--- config.mk ---
export PLATFORM = sky130hd
export DESIGN_NAME = cond_unit
export DESIGN_NICKNAME = d
export VERILOG_FILES = /design/src/rtl/cond_pkg.sv /design/src/rtl/cond_eval.sv /design/src/rtl/cond_unit.sv
export SDC_FILE = /design/constraint.sdc
export NUM_CORES = 1
export LEC_CHECK = 0
export ABC_AREA = 1
export CORE_MARGIN = 1
export CORE_UTILIZATION = 25
export CTS_BUF_LIST = sky130_fd_sc_hd__clkbuf_4
export DETAILED_ROUTE_END_ITERATION = 8
export GPL_TIMING_DRIVEN = 0
export HOLD_SLACK_MARGIN = 0.02
export PLACE_DENSITY_LB_ADDON = 0.2
export SYNTH_ARGS = -nofsm -noshare
export SYNTH_HDL_FRONTEND = slang
export SYNTH_SLANG_ARGS = --single-unit
--- constraint.sdc ---
create_clock -name clk -period 2.95 [get_ports clk]
set_input_delay 0.4425 -clock clk [delete_from_list [all_inputs] [get_ports clk]]
set_output_delay 0.4425 -clock clk [all_outputs]
set_load 0.005 [all_outputs]
--- src/rtl/cond_pkg.sv ---
// Shared types for the condition/flag unit: condition codes, FSM states,
// NZCV bit positions and the latched instruction control bundle.
package cond_pkg;

   typedef enum logic [3:0] {
      EQ = 4'h0, NE = 4'h1, CS = 4'h2, CC = 4'h3,
      MI = 4'h4, PL = 4'h5, VS = 4'h6, VC = 4'h7,
      HI = 4'h8, LS = 4'h9, GE = 4'hA, LT = 4'hB,
      GT = 4'hC, LE = 4'hD, AL = 4'hE
   } cond_e;

   typedef enum logic [1:0] {IDLE = 2'd0, EVAL = 2'd1, EXEC = 2'd2} state_e;

   localparam int FN = 3;
   localparam int FZ = 2;
   localparam int FC = 1;
   localparam int FV = 0;

   typedef struct packed {
      logic [3:0] cond;
      logic [1:0] flag_w;
      logic       pcs;
      logic       reg_w;
      logic       mem_w;
      logic       no_write;
   } instr_t;

endpackage

--- src/rtl/cond_eval.sv ---
// Combinational ARM condition-code evaluation against an NZCV flag vector.
module cond_eval
   import cond_pkg::*;
(
   input  logic [3:0] cond,
   input  logic [3:0] flags,
   output logic       cond_ex
);

   logic n, z, c, v;

   assign n = flags[FN];
   assign z = flags[FZ];
   assign c = flags[FC];
   assign v = flags[FV];

   always_comb begin
      cond_ex = 1'b1;
      case (cond)
         EQ: cond_ex = z;
         NE: cond_ex = ~z;
         CS: cond_ex = c;
         CC: cond_ex = ~c;
         MI: cond_ex = n;
         PL: cond_ex = ~n;
         VS: cond_ex = v;
         VC: cond_ex = ~v;
         HI: cond_ex = c & ~z;
         LS: cond_ex = ~c | z;
         GE: cond_ex = (n == v);
         LT: cond_ex = (n != v);
         GT: cond_ex = ~z & (n == v);
         LE: cond_ex = z | (n != v);
         default: cond_ex = 1'b1;   // AL and the reserved 0xF both execute
      endcase
   end

endmodule

--- src/rtl/cond_unit.sv ---
// Condition/flag unit: NZCV register, IDLE->EVAL->EXEC sequencing and write-strobe gating.
// Optional squash counter enabled by defining COND_SKIPCNT_EN.
module cond_unit
   import cond_pkg::*;
#(
   parameter int CNT_W = 16
) (
   input  logic             clk,
   input  logic             reset,
   input  logic             issue,
   input  logic [3:0]       cond,
   input  logic [1:0]       flag_w,
   input  logic             pcs,
   input  logic             reg_w,
   input  logic             mem_w,
   input  logic             no_write,
   input  logic [3:0]       alu_flags,
   input  logic             exec_done,
   output logic             busy,
   output logic             cond_ex,
   output logic             pc_src,
   output logic             reg_write,
   output logic             mem_write,
   output logic [3:0]       flags,
   output logic [CNT_W-1:0] skip_count
);

   state_e state;
   instr_t ir;
   logic   eval_ex;
   logic   done_now;

   cond_eval u_eval (
      .cond    (ir.cond),
      .flags   (flags),
      .cond_ex (eval_ex)
   );

   always_ff @(posedge clk or posedge reset) begin
      if (reset) begin
         state   <= IDLE;
         ir      <= '0;
         flags   <= '0;
         cond_ex <= 1'b0;
      end else begin
         case (state)
            IDLE: if (issue) begin
               ir    <= '{cond: cond, flag_w: flag_w, pcs: pcs, reg_w: reg_w,
                          mem_w: mem_w, no_write: no_write};
               state <= EVAL;
            end
            EVAL: begin
               cond_ex <= eval_ex;
               state   <= eval_ex ? EXEC : IDLE;
            end
            EXEC: if (exec_done) begin
               if (ir.flag_w[1]) begin
                  flags[FN] <= alu_flags[FN];
                  flags[FZ] <= alu_flags[FZ];
               end
               if (ir.flag_w[0]) begin
                  flags[FC] <= alu_flags[FC];
                  flags[FV] <= alu_flags[FV];
               end
               state <= IDLE;
            end
            default: state <= IDLE;
         endcase
      end
   end

   assign busy      = (state != IDLE);
   assign done_now  = (state == EXEC) & exec_done;
   // Strobes fire only in the completion cycle; compares never touch the register file
   assign pc_src    = done_now & ir.pcs;
   assign reg_write = done_now & ir.reg_w & ~ir.no_write;
   assign mem_write = done_now & ir.mem_w;

`ifdef COND_SKIPCNT_EN
   always_ff @(posedge clk or posedge reset) begin
      if (reset)
         skip_count <= '0;
      else if (state == EVAL && !eval_ex)
         skip_count <= skip_count + CNT_W'(1);
   end
`else
   assign skip_count = '0;
`endif

endmodule
# Word-level counts from Yosys, hierarchy flattened
# Cells that the tools add are included.
# W data, S select, Z words.
# totals
register_bits	17
in_bits	18
out_inout_bits	25
elab_cells	55
# op_classes
eq_ne	19
n_mux	5
n_bitwise	14
n_reduce_logical	7
# ops
op	n
$eq A4 B4 Y1 const B	6
$eq A4 B3 Y1 const B	4
$pmux W1 S14	1
$eq A4 B2 Y1 const B	2
$and A1 B1 Y1	7
$mux W2	3
$pmux W2 S3	1
$reduce_and A3 Y1	2
$not A1 Y1	5
$eq A4 B1 Y1 const B	1
$logic_not A4 Y1	1
$ne A2 B2 Y1 const B	2
$reduce_and A2 Y1	2
$eq A2 B1 Y1 const B	1
$eq A2 B2 Y1 const B	1
$logic_not A2 Y1	1
$or A1 B1 Y1	2
$reduce_bool A2 Y1	1
$eq A1 B1 Y1	1
$ne A1 B1 Y1	1

# Longest topological paths before layout
# depth
ltp_word	5
ltp_mapped	9

# Modules after synthesis
# Synthesis repeated with hierarchy kept, for this count alone.
# hier_totals
cells_unflattened	155
hier_area_um2	1101.1
# modules_own_cells
module	instances	cells_each	area_each_um2
cond_unit	1	105	895.9
cond_eval	1	50	205.2

# Least setup slack after synthesis
# No wires, ideal clock.
# synth_timing
path_type	flip-flop to output port
start	register state[0]
end	output port mem_write
arrival_time_ns	0.843
required_time_ns	2.508
setup_slack_ns	1.664
stages_incl_launch_ff	6
path_cell_list	dfrtp_1 > inv_1 > nand2_1 > nor2_1 > inv_1 > nor2_1
# synth_via
elab_chain_len	3
# synth_lines
item	line	source
from (decl)	cond_unit.sv:28	state_e state;
from (signal assigned)	cond_unit.sv:54	state <= eval_ex ? EXEC : IDLE;
$eq A2 B2 Y1	cond_unit.sv:73	assign done_now = (state == EXEC) & exec_done;
$and A1 B1 Y1	cond_unit.sv:73	
$and A1 B1 Y1	cond_unit.sv:77	assign mem_write = done_now & ir.mem_w;
to (decl)	cond_unit.sv:23	output logic mem_write,
# No other way between the ends.

# Final worst setup path
# layout_timing
start	input port exec_done
end	output port pc_src
# layout_via
elab_chain_len	2
# layout_lines
item	line	source
from (decl)	cond_unit.sv:18	input logic exec_done,
$and A1 B1 Y1	cond_unit.sv:73	
$and A1 B1 Y1	cond_unit.sv:75	assign pc_src = done_now & ir.pcs;
to (decl)	cond_unit.sv:21	output logic pc_src,
# No other way between the ends.

==> results by group <==
Status
  • Status: completed

Placed design
  • Total placed instance area: ~1400 sq um
  • Dpl cells: 228
  • Place WS: around 0.59 ns
  • GP Congestion: 0.879
  • Post-DP HPWL: about 1.7 mm
  • Port Buffer Count: 26

Detailed routing
  • Drt total wl: about 2.1 mm
  • Total number of vias: roughly 900
  • Drt pass-1 iters: 4
  • Antenna Violating Nets Remaining: 0
  • Vias per cell: around 3.9
  • DRT iter0 DRCs: 19
  • Drc violations: 0
  • WL per Instance: between 9 and 10 microns

Global route
  • Largest net degree at the start of global routing: 18
  • First-pass GRT wire length: 3.73 mm
  • Total gr overflow: 0
  • Antenna violations before repair: 0
  • Total track usage: 0.112
  • Vias in the first global route: ~910

Timing
  • RSZ-0062 raised after global routing: false
  • Fin. max-slew vios: 0
  • Worst slew margin: 0.562
  • Min Hold Slack: just under 0.5 ns
  • Final Hold Violating Endpoints: 0
  • Worst Clk Skew: ~0.0011 ns
  • Part of the cycle the worst path needs: 0.804
  • Tmin final: 2.37 ns
  • Least-Margin Pin Slew: about 0.66 ns
  • Final WS setup: approximately 0.58 ns
  • Max Freq: roughly 0.42 GHz
  • Setup_tns: 0 ns
  • Final setup violating endpoints: 0

Power and ir drop
  • Internal: 0.611 mW
  • Sw frac: 0.394
  • Lkg Pwr: roughly 0.74 nW
  • Reg power frac: 0.403
  • Peak VDD IR: between 0.2 and 0.3 mV
  • Clock power frac: 0.136
  • Power density cells: between 700 and 800 nW/um^2
  • Overall power: 1.01 mW
  • Combinational fraction of design power: 0.461
  • Psw: approximately 0.40 mW

Synth
  • Ys flop type: dfrtp_1
  • Post-synthesis mux area share: 0
  • Post-synthesis compound-gate area fraction: 0.0734
  • Post-synth top area share: 0.423
  • Post-synthesis sequential area ratio: 0.423
  • Largest family of logic cells by synthesized area: simple AND/OR/NAND/NOR gates
  • Top cell type by total area after synthesis: dfrtp_1
  • Post-synth EDFFs: 0
  • Netlist Area Pre-Place: 1010 sq um
  • Synth cell types: 18
  • #FFs+latches synth: 17
  • Synth Area in Simple Gates: 0.295
  • Synth area leaders: dfrtp_1 (42%), nand2_1 (16%), buf_4 (12%), nor2_1 (5.6%), inv_1 (5.2%)
  • Top-count cell post-synth: nand2_1
  • Async SR Flop Fraction: 1.00
  • Syn Area/Cell: ~7.2 sq um
  • Commonest cells post-synth: nand2_1 (43), dfrtp_1 (17), buf_4 (16), nor2_1 (15), inv_1 (14)
  • Synth Instances: 139
  • Xor/xnor share of the synthesized area: 0
  • Synth warnings: 0
  • Adder-cell share of the synthesized area: 0

Floorplanning
  • Die width: between 60 and 70 microns
  • Initial Utilization: 0.267
  • Die height: approximately 65 microns
  • Die area: roughly 4300 sq um
  • Row cnt: 22
  • I/O Pins: 43
  • Core ar.: approximately 3800 sq um

Worst setup path
  • WP data arrival: 1.93 ns
  • Worst path cell trace: clkdlybuf4s50_1 -> inv_1 -> nor2_1 -> inv_1 -> nor2_1 -> clkdlybuf4s50_1
  • CP Class: input port to primary output
  • Critical Path Start: exec_done
  • CP max-delay cell: clkdlybuf4s50_1
  • Reg2Reg Launch Point: state[0]$_DFFE_PP0P_
  • Crit path required time: around 2.5 ns
  • CP peak stage delay: between 0.5 and 0.6 ns
  • Worst Path Max Fanout: 4
  • Crit. End Element: primary output
  • Nature of the critical path startpoint: input port

Layout
  • Antenna diodes: 0
  • Final instance area: roughly 1400 sq um
  • Area Growth Syn to Fin: 40.4%
  • Fin util: 0.375
  • Layout Nets: 203
  • Post-Layout Cell Count: between 200 and 250
  • Fraction of layout cells with a size suffix above 1: 0.158

Clock network
  • TritonCTS Buffers: 3
  • Clock Latency Late Sink: ~0.28 ns
  • Clk slew on worst S/H paths: roughly 0.1 ns
  • Post_cts resized: 0
  • Clock tree root driver cell: clkbuf_4
  • CTS tree: built
  • H-tree depth: 1
  • CTS max path bufs: 2
  • Clock sink count: 17
  • # hold bufs at CTS: 0
  • Post-CTS Setup Inserts: 0

Hold path
  • Class of the worst hold path: flip-flop to flip-flop
  • Hold path start: ir[5]$_DFFE_PP0P_

Flow run
  • MaxCap Viol Count: 0
cell usage in the layout, fill, tap and decap left out, types with 2 or more instances in the layout:
cell type and count:
a21oi_1 6, buf_4 16, buf_6 2, clkbuf_4 4
clkdlybuf4s50_1 26, conb_1 16, dfrtp_1 17, inv_1 14
inv_2 2, nand2_1 43, nand2_2 2, nand3_1 9
nor2_1 15, o21ai_0 4, o21ai_1 3
flip-flops by register name, indices dropped and copies added (netlist names):
name / cells
ir: 10
flags: 4
state: 2
cond_ex: 1
worst max-delay path, delay by kind of cell:
kind | cells | cell delay, ns
buffers and inverters | 4 | 1.11
and+or+nand+nor | 2 | 0.38
logic make-up after synthesis:
kind of cell    Yosys count
simple gates             72
other cells               1
buf+inv                  35
flops                    17
compound gates           14
final timing paths:
kind                                   endpoint  slack [ns]  cells after the start
setup / recovery                         pc_src        0.58                      6
hold / removal                ir[5]$_DFFE_PP0P_        0.49                      2
max in group asynchronous     ir[9]$_DFFE_PP0P_        1.99                      2
setup reg to reg           flags[1]$_DFFE_PP0P_        1.64                      6
min in group asynchronous     ir[3]$_DFFE_PP0P_        0.54                      2
hold reg to reg               ir[5]$_DFFE_PP0P_        0.49                      2
layer usage:
layer	track usage	up-vias	wire [microns]
li1	-	484	-
met1	0.133	396	986
met5	0	-	0
met3	0.0104	2	65
met2	0.201	21	1060
met4	0.0489	0	21
layout make-up:
cell class,instances,area (sq um)
flip-flops and latches,17,425
clock buffers,4,30.0
repair buffers,26,260
multi-input cells,102,430
plain buffers,18,143
well taps,48,60.1
inverters,17,63.8
fillers,396,2360
power by group through the flow:
stage	Clock, mW	Combinational (mW)	Sequential [mW]
4_1_cts	0.140	0.469	0.407
5_1_grt	0.152	0.528	0.420
3_5_place_dp	0	0.468	0.411
2_1_floorplan	0	0.310	0.394
3_3_place_gp	0	0.458	0.408
6_report	0.137	0.464	0.406
Power figures use the tool's default switching activity.
